`src/rtl/ant_pkg.sv`:
```
// Shared fetch-side constants and the FIFO entry type.
// Imported by the fetch FIFO and the instruction_fetch top.
package ant_pkg;

    localparam int XLEN = 32;
    localparam int INSTR_BYTES = 4;
    localparam logic [XLEN-1:0] RESET_PC_DEFAULT = '0;

    typedef struct packed {
        logic [XLEN-1:0] pc;
        logic [31:0]     instr;
    } fetch_entry_t;

endpackage

```
`src/rtl/fetch_fifo.sv`:
```
// Small synchronous FIFO of fetched {pc, instr} entries.
// Flush empties it in one cycle; the head is read straight from storage.
module fetch_fifo
    import ant_pkg::*;
#(
    parameter int DEPTH = 2,
    localparam int AW = $clog2(DEPTH),
    localparam int CW = AW + 1
) (
    input  logic         clk,
    input  logic         reset_n,
    input  logic         i_push,
    input  logic         i_pop,
    input  logic         i_flush,
    input  fetch_entry_t i_data,
    output fetch_entry_t o_head,
    output logic [CW-1:0] o_count
);

    fetch_entry_t  r_mem [DEPTH];
    logic [AW-1:0] r_wr_ptr;
    logic [AW-1:0] r_rd_ptr;
    logic [CW-1:0] r_count;

    always_ff @(posedge clk or negedge reset_n) begin
        if (!reset_n) begin
            r_wr_ptr <= '0;
            r_rd_ptr <= '0;
            r_count  <= '0;
            for (int i = 0; i < DEPTH; i++) begin
                r_mem[i] <= '0;
            end
        end else if (i_flush) begin
            r_wr_ptr <= '0;
            r_rd_ptr <= '0;
            r_count  <= '0;
        end else begin
            if (i_push) begin
                r_mem[r_wr_ptr] <= i_data;
                r_wr_ptr        <= r_wr_ptr + 1'b1;
            end
            if (i_pop) begin
                r_rd_ptr <= r_rd_ptr + 1'b1;
            end
            r_count <= r_count + CW'(i_push) - CW'(i_pop);
        end
    end

    assign o_head  = r_mem[r_rd_ptr];
    assign o_count = r_count;

endmodule

```
`src/rtl/instruction_fetch.sv`:
```
// Instruction fetch: owns the PC, reads the combinational imem and
// queues {pc, instr} for decode; redirects flush the queue.
module instruction_fetch #(
    parameter int XLEN = 32,
    parameter logic [XLEN-1:0] RESET_PC = ant_pkg::RESET_PC_DEFAULT,
    parameter int DEPTH = 2
) (
    input  logic            clk,
    input  logic            reset_n,
    input  logic            fetch_en,
    output logic [XLEN-1:0] imem_addr,
    input  logic [31:0]     imem_rdata,
    input  logic            redirect_valid,
    input  logic [XLEN-1:0] redirect_pc,
    output logic            out_valid,
    input  logic            out_ready,
    output logic [31:0]     out_instr,
    output logic [XLEN-1:0] out_pc
);

    import ant_pkg::*;

    localparam int CW = $clog2(DEPTH) + 1;

    logic [XLEN-1:0] r_pc;
    logic [CW-1:0]   w_count;
    logic            w_pop;
    logic            w_push;
    logic            w_unused;
    fetch_entry_t    w_wdata;
    fetch_entry_t    w_head;

    assign out_valid = (w_count != '0);
    assign w_pop     = out_valid & out_ready;
    // A full queue may still accept a word when the head leaves this cycle
    assign w_push    = fetch_en & ~redirect_valid &
                       ((w_count < CW'(DEPTH)) | w_pop);

    assign w_wdata.pc    = r_pc;
    assign w_wdata.instr = imem_rdata;

    always_ff @(posedge clk or negedge reset_n) begin
        if (!reset_n) begin
            r_pc <= RESET_PC;
        end else if (redirect_valid) begin
            r_pc <= {redirect_pc[XLEN-1:2], 2'b00};
        end else if (w_push) begin
            r_pc <= r_pc + XLEN'(INSTR_BYTES);
        end
    end

    fetch_fifo #(
        .DEPTH (DEPTH)
    ) u_fifo (
        .clk     (clk),
        .reset_n (reset_n),
        .i_push  (w_push),
        .i_pop   (w_pop),
        .i_flush (redirect_valid),
        .i_data  (w_wdata),
        .o_head  (w_head),
        .o_count (w_count)
    );

    assign imem_addr = r_pc;
    assign out_instr = w_head.instr;
    assign out_pc    = w_head.pc;
    assign w_unused  = ^redirect_pc[1:0];

endmodule
```
`config.mk`:
```
export PLATFORM = sky130hd
export DESIGN_NAME = instruction_fetch
export DESIGN_NICKNAME = d
export VERILOG_FILES = /design/src/rtl/ant_pkg.sv /design/src/rtl/fetch_fifo.sv /design/src/rtl/instruction_fetch.sv
export SDC_FILE = /design/constraint.sdc
export NUM_CORES = 1
export LEC_CHECK = 0
export CAP_MARGIN = 30
export CORE_ASPECT_RATIO = 1.75
export CORE_MARGIN = 2
export CORE_UTILIZATION = 50
export CTS_CLUSTER_DIAMETER = 120
export DETAILED_ROUTE_END_ITERATION = 10
export GPL_TIMING_DRIVEN = 0
export PLACE_DENSITY_LB_ADDON = 0.3
export SLEW_MARGIN = 25
export SYNTH_ARGS = -nofsm -noshare
export SYNTH_HDL_FRONTEND = slang
export SYNTH_HIERARCHICAL = 1
export SYNTH_SLANG_ARGS = --single-unit
```
`constraint.sdc`:
```
create_clock -name clk -period 2.45 [get_ports clk]
set_input_delay 0.3675 -clock clk [delete_from_list [all_inputs] [get_ports clk]]
set_output_delay 0.3675 -clock clk [all_outputs]
set_load 0.03 [all_outputs]
```
=== Word-level counts from Yosys, hierarchy flattened ===
Index checks and enable logic that the tools add are counted.
Widths: inputs -> output; s select.

* Register bits after elaboration: 164
* Output and inout port bits: 97
* Logic and storage cells: 42

* $add $sub $neg: 5
* Order comparisons: 4
* Muxes and demuxes: 13
* Bitwise gates (word level): 7
* Reduce and logical (&&, ||, !) cells: 5

{| class="wikitable"
|+ Operators by type and width
! cell !! count
|-
| $mux 64 || 4
|-
| $bwmux 128 || 1
|-
| $demux 64 s1 || 1
|-
| $mux 32 || 2
|-
| $add 32x3->32 const B || 1
|-
| $reduce_bool 2->1 || 3
|-
| $ge 2x2->1 const B || 2
|-
| $mux 1 || 4
|-
| $not 1->2 || 2
|-
| $and 1x1->1 || 3
|-
| $add 1x1->1 const B || 2
|-
| $add 2x1->2 || 1
|-
| $lt 2x1->1 const B || 1
|-
| $lt 2x2->1 const B || 1
|-
| $mux 2 || 1
|-
| $reduce_and 2->1 || 1
|-
| $sub 2x1->2 || 1
|-
| $logic_and 1x1->1 || 1
|-
| $not 1->1 || 1
|-
| $or 1x1->1 || 1
|}

=== Depth between registers and ports, before layout ===
Gate-level depths: netlist of the first run.

* Depth after elaboration: 7
* Depth in mapped cells: 7

=== By module ===
Netlist of the first run, hierarchy kept.

{| class="wikitable"
|+ By module, submodules not included
! module !! instances !! cells each !! area an instance (um^2) !! seq. area each (um^2)
|-
| fetch_fifo || 1 || 358 || 6048.3 || 3303.2
|-
| instruction_fetch || 1 || 198 || 1869.3 || 750.7
|}

=== Worst setup path before layout of the first run ===
No wires, ideal clock.

* Kind: input to register
* Start point: in redirect_valid
* End point: reg u_fifo/r_mem[95] in the netlist's numbering
* Setup time: 0.125 ns
* Data arrival time: 1.830 ns
* Data required time: 2.325 ns
* Setup slack: 0.495 ns
* Stages on the path: 7
* Path buffers: 4
* Path through: clkbuf_1 -> clkbuf_1 -> nor2_1 -> nor3b_2 -> buf_6 -> buf_6 -> mux2_2

* Cells in the longest elaborated chain, start to end: 4

{| class="wikitable"
|+ Ends and longest elaborated chain
! item !! RTL line !! text
|-
| start: declaration || instruction_fetch.sv:13 || <nowiki>input logic redirect_valid,</nowiki>
|-
| $not 1->1 (no source line) || -- ||
|-
| $and 1x1->1 (2 in a row) || instruction_fetch.sv:36 || <nowiki>assign w_push = fetch_en & ~redirect_valid &</nowiki>
|-
| via w_push || instruction_fetch.sv:28 || <nowiki>logic w_push;</nowiki>
|-
| $reduce_and 2->1 (no source line) || -- ||
|-
| end signal: indexed assignment || fetch_fifo.sv:39 || <nowiki>r_mem[r_wr_ptr] <= i_data;</nowiki>
|-
| end: declaration || fetch_fifo.sv:20 || <nowiki>fetch_entry_t r_mem [DEPTH];</nowiki>
|}

The timed path passes the listed nets, and every way through them passes these cells.
A chain may end at the register's enable or synchronous reset.

=== Worst setup path after layout of the first run ===
* Start point: reg u_fifo.r_rd_ptr
* End point: out out_instr[28]

* Cells in the longest elaborated chain, start to end: 4

{| class="wikitable"
|+ Ends and longest elaborated chain
! item !! RTL line !! text
|-
| start: declaration || fetch_fifo.sv:22 || <nowiki>logic [AW-1:0] r_rd_ptr;</nowiki>
|-
| start signal: assignment || fetch_fifo.sv:43 || <nowiki>r_rd_ptr <= r_rd_ptr + 1'b1;</nowiki>
|-
| $not 1->2 (implied by the code) || fetch_fifo.sv:49 || <nowiki>assign o_head = r_mem[r_rd_ptr];</nowiki>
|-
| $mux 64 (implied by the code) (3 in a row) || fetch_fifo.sv:49 ||
|-
| end: declaration || instruction_fetch.sv:17 || <nowiki>output logic [31:0] out_instr,</nowiki>
|}

Every way passes these cells. The select of a mux whose other input is x is not followed.

==> results.sh, run 1 <==
export IMPL_internal_pwr_total_mw=7.640
export IMPL_timing_slew_headroom_pct=60.81
export IMPL_n_antenna_cell=0
export IMPL_power_per_cell_area_mw_per_mm2=1131
export IMPL_worst_slew_pin_slew_ns=0.5878
export IMPL_share_of_the_core_filled_with_cells_pct=67.57
export IMPL_grtUsageMet3_pct=4.764
export IMPL_post_cts_repair_setup_buffers=0
export IMPL_pwr_share_clk_pct=22.7
export IMPL_outcome="complete, no violations"
export IMPL_place_congestion=0.8364
export IMPL_synth_seq_area_share_pct=51.20
export IMPL_fp_dieArea_mm2=0.01690
export IMPL_crit_required_ns=2.08
export IMPL_grt_max_degree=92
export IMPL_hold_path_class="in2reg"
export IMPL_warning_count_from_the_yosys_run=6
export IMPL_synthToLayoutAreaGrowth_pct=31.98
export IMPL_chipHeight_um=170.5
export IMPL_cts_made_buffers=17
export IMPL_floorplan_core_area_mm2=0.01546
export IMPL_synth_ff_latch_count=162
export IMPL_synthCells=556
export IMPL_cap_violations=0
export IMPL_endpoint_kind="output pin"
export IMPL_route_antenna_remaining_nets=0
export IMPL_post_synth_and_or_nand_nor_area_fraction_pct=7.933
export IMPL_finalHoldViolations=0
export IMPL_power_share_combinational_pct=42.6
export IMPL_vias_per_cell=5.439
export IMPL_rsz0062_at_grt="no"
export IMPL_critical_path_peak_fanout=10
export IMPL_cts_num_sinks=162
export IMPL_skew_pair_late_insertion_delay_ns=0.42
export IMPL_maximum_buffer_depth_of_the_clock_tree=2
export IMPL_crit_arrival_ns=1.99
export IMPL_io_buffer_count=161
export IMPL_groute_usage_overall_pct=23.58
export IMPL_grt_pass1_wl_um=30710
export IMPL_grt_busiest_layer="met2"
export IMPL_post_dp_hpwl_um=13680
export IMPL_synth_compound_area_share_pct=1.643
export IMPL_initial_core_util_pct=51.20
export IMPL_first_global_vias=5718
export IMPL_finalSetupViolations=0
export IMPL_leakagePower_nw=4.869
export IMPL_synth_enable_flop_cells=0
export IMPL_met1_usage_pct=27.48
export IMPL_drt_pass1_iter_count=4
export IMPL_synth_flop_cell="dfrtp_1"
export IMPL_finalMaxSlewViolations=0
export IMPL_number_of_antenna_violations_at_the_first_check_in_global_routing=0
export IMPL_whs_ns=0.3816
export IMPL_synth_adder_area_share_pct=0.4741
export IMPL_routedWlPerCell_um=20.49
export IMPL_synth_cell_types=38
export IMPL_drc=0
export IMPL_fp_dieW_um=99.13
export IMPL_layout_nets=815
export IMPL_min_cycle_time_layout_ns=2.355
export IMPL_clk_transition_reported_paths_ns=0.06
export IMPL_post_route_period_util_pct=96.10
export IMPL_async_reset_ff_share_pct=100.0
export IMPL_irDropWorstVdd_mv=0.6285
export IMPL_critPathKind="reg2out"
export IMPL_maxClockFrequency_mhz=424.7
export IMPL_netSwitchingFraction_pct=35.35
export IMPL_finClkSkew_ns=0.01077
export IMPL_clk_root_buffer_cell="clkbuf_16"
export IMPL_pwr_share_seq_pct=34.7
export IMPL_grt_use_met2_pct=42.24
export IMPL_syn_avg_cell_area_um2=14.24
export IMPL_power_mw=11.82
export IMPL_drt_first_iter_violations=143
export IMPL_route_vias_total=5124
export IMPL_rows=60
export IMPL_grt_overflow_total=0
export IMPL_start_kind="flip-flop"
export IMPL_synth_xor_xnor_area_share_pct=3.714
export IMPL_wirelength_um=19300
export IMPL_tritoncts_clock_tree="built"
export IMPL_drive_above_1_share_pct=35.58
export IMPL_synth_top_family_by_area="multiplexers"
export IMPL_post_synth_mux_area_share_pct=30.85
export IMPL_synthesis_area_mm2=0.007918
export IMPL_p_switching_mw=4.178
export IMPL_top_level_ports=166
export IMPL_clock_tree_htree_level_count=4
## flip-flops by register name, indices dropped and copies added (netlist names)
register	count
u_fifo/r_mem	128
imem_addr	30
u_fifo/o_count	2
u_fifo/r_rd_ptr	1
u_fifo/r_wr_ptr	1
## cells in the final DEF (no fill, tap or decap), types with 8 or more instances in the layout
master	n
xor2_1	10
buf_6	12
xnor2_1	21
o21ai_1	9
clkdlybuf4s50_1	109
clkbuf_16	17
dlymetal6s2s_1	16
mux2_2	131
dfrtp_1	162
nand3_1	8
nand2_1	36
mux2_4	60
o21ai_0	17
dlygate4sd2_1	35
## power groups by stage
stage	Clock, mW	Combinational (mW)	Sequential, mW
6_report	2.68	5.04	4.10
3_3_place_gp	0	5.20	4.04
4_1_cts	2.74	5.10	4.09
3_5_place_dp	0	5.28	4.13
5_1_grt	2.86	5.31	4.21
2_1_floorplan	0	3.36	4.04
## final cells by class
cell class                      count  area (µm²)
Sequential cell                   162        4054
Clock buffer                       22       474.2
Fill cell                        1136        5015
Buffer                             32       340.3
Inverter                            5       18.77
Tap cell                          186       232.7
Timing Repair Buffer              163        1650
Clock inverter                     10       122.6
Multi-Input combinational cell    362        3557
## timing repair
item                       in CTS  in global routing
setup endpoints to repair     181                102
hold endpoints to repair       71                  0
resized for setup              45                 20
hold buffers                    1                  0
## critical path: stages, from the launching register on
cell and delay (ns):
dfrtp_1 0.34, clkbuf_4 0.23, buf_4 0.28, mux2_2 0.36, dlygate4sd2_1 0.36
## through the flow
step                      cell area [µm²]  TNS (ns)  cells  worst slack [ns]
after CTS                           10400    -3.284    942           -0.2326
after detailed placement             9813    -79.69    909           -0.6706
after floorplan                      7936         0    561            0.4947
after global routing                10450         0    942         0.0006684
after global placement               9781   -923.52    908            -5.273
final                               10450         0    942           0.09545
## layer usage
layer	wire length [µm]	part of all wire, %	vias to the layer above
met5	0	0	-
met3	776	4.0	36
met4	495	2.6	0
met1	7457	39	2612
li1	-	-	2334
met2	10580	55	142
## path summary, 6_finish.rpt
path | from | endpoint | slack [ns] | cells past startpoint
worst max-delay path | u_fifo/r_rd_ptr | out_instr[28] | 0.1 | 4
worst min-delay path | redirect_valid | u_fifo/r_rd_ptr | 0.38 | 2
worst max register to register | u_fifo/o_count[1] | u_fifo/r_mem[122] | 0.42 | 7
worst min register to register | u_fifo/r_mem[105] | u_fifo/r_mem[105] | 0.49 | 1
max in group asynchronous | reset_n | u_fifo/r_mem[127] | 1.09 | 3
min in group asynchronous | reset_n | u_fifo/r_mem[16] | 0.51 | 2
## Yosys cell counts, types with 2 or more instances
cell	count	area share [%]
dfrtp_1	162	51
mux2_2	131	19
mux2_4	60	11
nand2_1	36	1.7
xnor2_1	21	2.3
o21ai_0	17	1.1
xor2_1	10	1.1
buf_6	9	1.3
o21ai_1	9	0.57
nand3_1	8	0.51
buf_2	7	0.44
nor3_1	7	0.44
and3_1	6	0.47
buf_12	6	1.5
clkbuf_1	6	0.28
nand4_1	6	0.47
nor4_2	6	0.95
and2_1	5	0.40
inv_1	5	0.24
mux2_1	5	0.71
nor2_1	5	0.24
buf_4	4	0.38
nor4_1	4	0.32
ha_1	3	0.47
nor4_4	3	0.81
and4_1	2	0.22
nand4_4	2	0.54
## cell families after synthesis
group           after synthesis
compound gates               26
other cells                   1
mux                         197
xor+xnor                     32
simple gates                 98
flops                       162
buf+inv                      37
fa+ha+maj                     3
Note: power is estimated with default switching activity, not from simulation.
==> inputs of run 2 (changes only) <==
--- a/config.mk
+++ b/config.mk
@@ -9,6 +9,7 @@
 export CORE_ASPECT_RATIO = 1.75
 export CORE_MARGIN = 2
-export CORE_UTILIZATION = 50
+export CORE_UTILIZATION = 45
 export CTS_CLUSTER_DIAMETER = 120
+export CTS_CLUSTER_SIZE = 10
 export DETAILED_ROUTE_END_ITERATION = 10
 export GPL_TIMING_DRIVEN = 0
==> constraint.sdc (replaced) <==
create_clock -name clk -period 2.45 [get_ports clk]
set_input_delay 0.3675 -clock clk [delete_from_list [all_inputs] [get_ports clk]]
set_output_delay 0.3675 -clock clk [all_outputs]
set_load 0.1 [all_outputs]
==> run 2 against run 1 <==
Compared with the run above:
- cell area down 1.7%
- clock skew about the same
- global-route usage down 2.1 points
- non-clock buffer count up 1
- clock-buffer cell count down 2
- worst setup slack worse by 0.047 ns
- hold slack worse by 0.013 ns
- final cell count up 4.8%
- first-iteration DRC count up 30%
- utilization down 8.4 points
- maximum frequency down 1.9%
- sequential share of layout area up 0.66 points
- critical endpoint is now imem_addr[6]
==> results.sh, run 2 (synthesis gave the netlist of run 1 again) <==
export IMPL_outcome="complete, no violations"
export IMPL_place_congestion=0.8173
export IMPL_skew_pair_late_insertion_delay_ns=0.42
export IMPL_wirelength_um=19510
export IMPL_cts_num_sinks=162
export IMPL_drt_first_iter_violations=186
export IMPL_start_kind="flip-flop"
export IMPL_final_seq_area_mm2=0.004054
export IMPL_rows=64
export IMPL_fp_dieArea_mm2=0.01871
export IMPL_critical_path_cell_chain="clkdlybuf4s50_1"
export IMPL_drive_above_1_share_pct=43.92
export IMPL_timing_critical_path_max_delay_family="buffers and inverters"
export IMPL_placement_setup_worst_slack_ns=-0.6729
export IMPL_cts_made_buffers=17
export IMPL_vias_per_cell=5.171
export IMPL_route_vias_total=5104
export IMPL_mostFrequentLayoutCell="dfrtp_1"
export IMPL_route_antenna_remaining_nets=0
export IMPL_fin_ws_ns=0.04882
export IMPL_hold_path_class="in2reg"
export IMPL_share_of_the_core_filled_with_cells_pct=59.14
export IMPL_critPathKind="reg2out"
export IMPL_routedWlPerCell_um=19.76
export IMPL_multi_input_comb_area_mm2=0.003557
export IMPL_commonest_cells_after_routing_fill_and_taps_aside="162 x dfrtp_1, 131 x mux2_2, 71 x clkdlybuf4s50_1, 60 x mux2_4, 51 x buf_2"
export IMPL_finalHoldViolations=0
export IMPL_placement_cell_area_mm2=0.009897
export IMPL_clock_tree_htree_level_count=4
export IMPL_crit_arrival_ns=2.03
export IMPL_post_dp_hpwl_um=13920
export IMPL_largest_register="u_fifo/r_mem"
export IMPL_drc=0
export IMPL_cap_violations=0
export IMPL_maximum_buffer_depth_of_the_clock_tree=2
export IMPL_fp_dieW_um=104.3
export IMPL_clk_root_buffer_cell="clkbuf_16"
export IMPL_critical_path_peak_fanout=5
export IMPL_flip_flop_count_of_the_largest_register_all_copies_and_words_added=128
export IMPL_filler_cell_count=1432
export IMPL_synthToLayoutAreaGrowth_pct=29.79
export IMPL_finClkSkew_ns=0.01043
export IMPL_crit_required_ns=2.08
export IMPL_worst_slew_pin_slew_ns=1.017
export IMPL_grt_max_degree=97
export IMPL_critical_path_max_stage_delay_ns=1.19
export IMPL_tritoncts_clock_tree="built"
export IMPL_finalSetupViolations=0
export IMPL_clk_transition_reported_paths_ns=0.06
export IMPL_chipHeight_um=179.5
export IMPL_grt_pass1_wl_um=31530
export IMPL_initial_core_util_pct=45.56
export IMPL_n_antenna_cell=0
export IMPL_grt_overflow_total=0
export IMPL_number_of_antenna_violations_at_the_first_check_in_global_routing=0
export IMPL_io_buffer_count=161
export IMPL_whs_ns=0.3687
export IMPL_post_route_period_util_pct=98.01
export IMPL_drt_pass1_iter_count=4
export IMPL_min_cycle_time_layout_ns=2.401
export IMPL_first_global_vias=5703
export IMPL_post_cts_repair_setup_buffers=0
export IMPL_finalMaxSlewViolations=0
export IMPL_floorplan_core_area_mm2=0.01738
export IMPL_top_level_ports=166
export IMPL_timing_slew_headroom_pct=32.46
export IMPL_layout_nets=816
export IMPL_postLayoutCellArea_mm2=0.01028
export IMPL_cp_buffers_inverters=1
export IMPL_endpoint_kind="output pin"
export IMPL_rsz0062_at_grt="no"
export IMPL_crit_slowest_cell="clkdlybuf4s50_1"
export IMPL_maxClockFrequency_mhz=416.5
export IMPL_groute_usage_overall_pct=21.51
==> run 2: changes by cell type in the layout (fill, tap and decap cells not counted), moves of 4 or more <==
cell             delta
buf_2              +50
buf_4               +4
clkdlybuf4s15_2    +13
clkdlybuf4s50_1    -38
dlygate4sd2_1      -19
dlymetal6s2s_1      -6
==> run 2: final timing paths <==
| check | to | start | cells past startpoint | slack [ns] |
|---|---|---|---|---|
| setup / recovery | imem_addr[6] | imem_addr[6] | 1 | 0.05 |
| hold / removal | u_fifo/r_wr_ptr | redirect_valid | 2 | 0.37 |
| setup reg to reg | u_fifo/r_mem[127] | u_fifo/o_count[1] | 7 | 0.41 |
| hold reg to reg | u_fifo/r_mem[105] | u_fifo/r_mem[105] | 1 | 0.49 |
| max in group asynchronous | u_fifo/r_mem[90] | reset_n | 3 | 1.09 |
| min in group asynchronous | u_fifo/r_mem[108] | reset_n | 2 | 0.50 |
==> run 2: per-layer routing <==
metal  global-route usage, %  up-vias  routed length, µm
li1                        -     2333                  -
met1                   25.32     2596               7704
met2                   38.38      138              10510
met3                   3.590       37                659
met4                   9.081        0                629
met5                       0        -                  0
==> run 2: what timing repair did <==
item,in CTS,in global routing
endpoints found under the hold margin,66,0
gates cloned,0,0
pin swaps,0,0
hold buffers,1,0
setup endpoints to repair,208,70
resized for setup,312,12
==> run 2: through the flow <==
stage,std cells,setup TNS [ns]
2_1_floorplan,561,0
3_3_place_gp,953,-935.33
3_5_place_dp,955,-92.81
4_1_cts,987,-0.04440
5_1_grt,987,0
6_report,987,0
==> run 2: layout make-up <==
cell class / instances / area share (%)
Sequential cell: 162 / 39.45
Multi-Input combinational cell: 362 / 34.62
Timing Repair Buffer: 164 / 14.14
Clock buffer: 20 / 4.347
Buffer: 32 / 3.178
Tap cell: 231 / 2.813
Clock inverter: 11 / 1.278
Inverter: 5 / 0.1826
Power of run 2 is not shown: default switching activity piles up to over one toggle a cycle in this logic, so the estimate is an artifact.
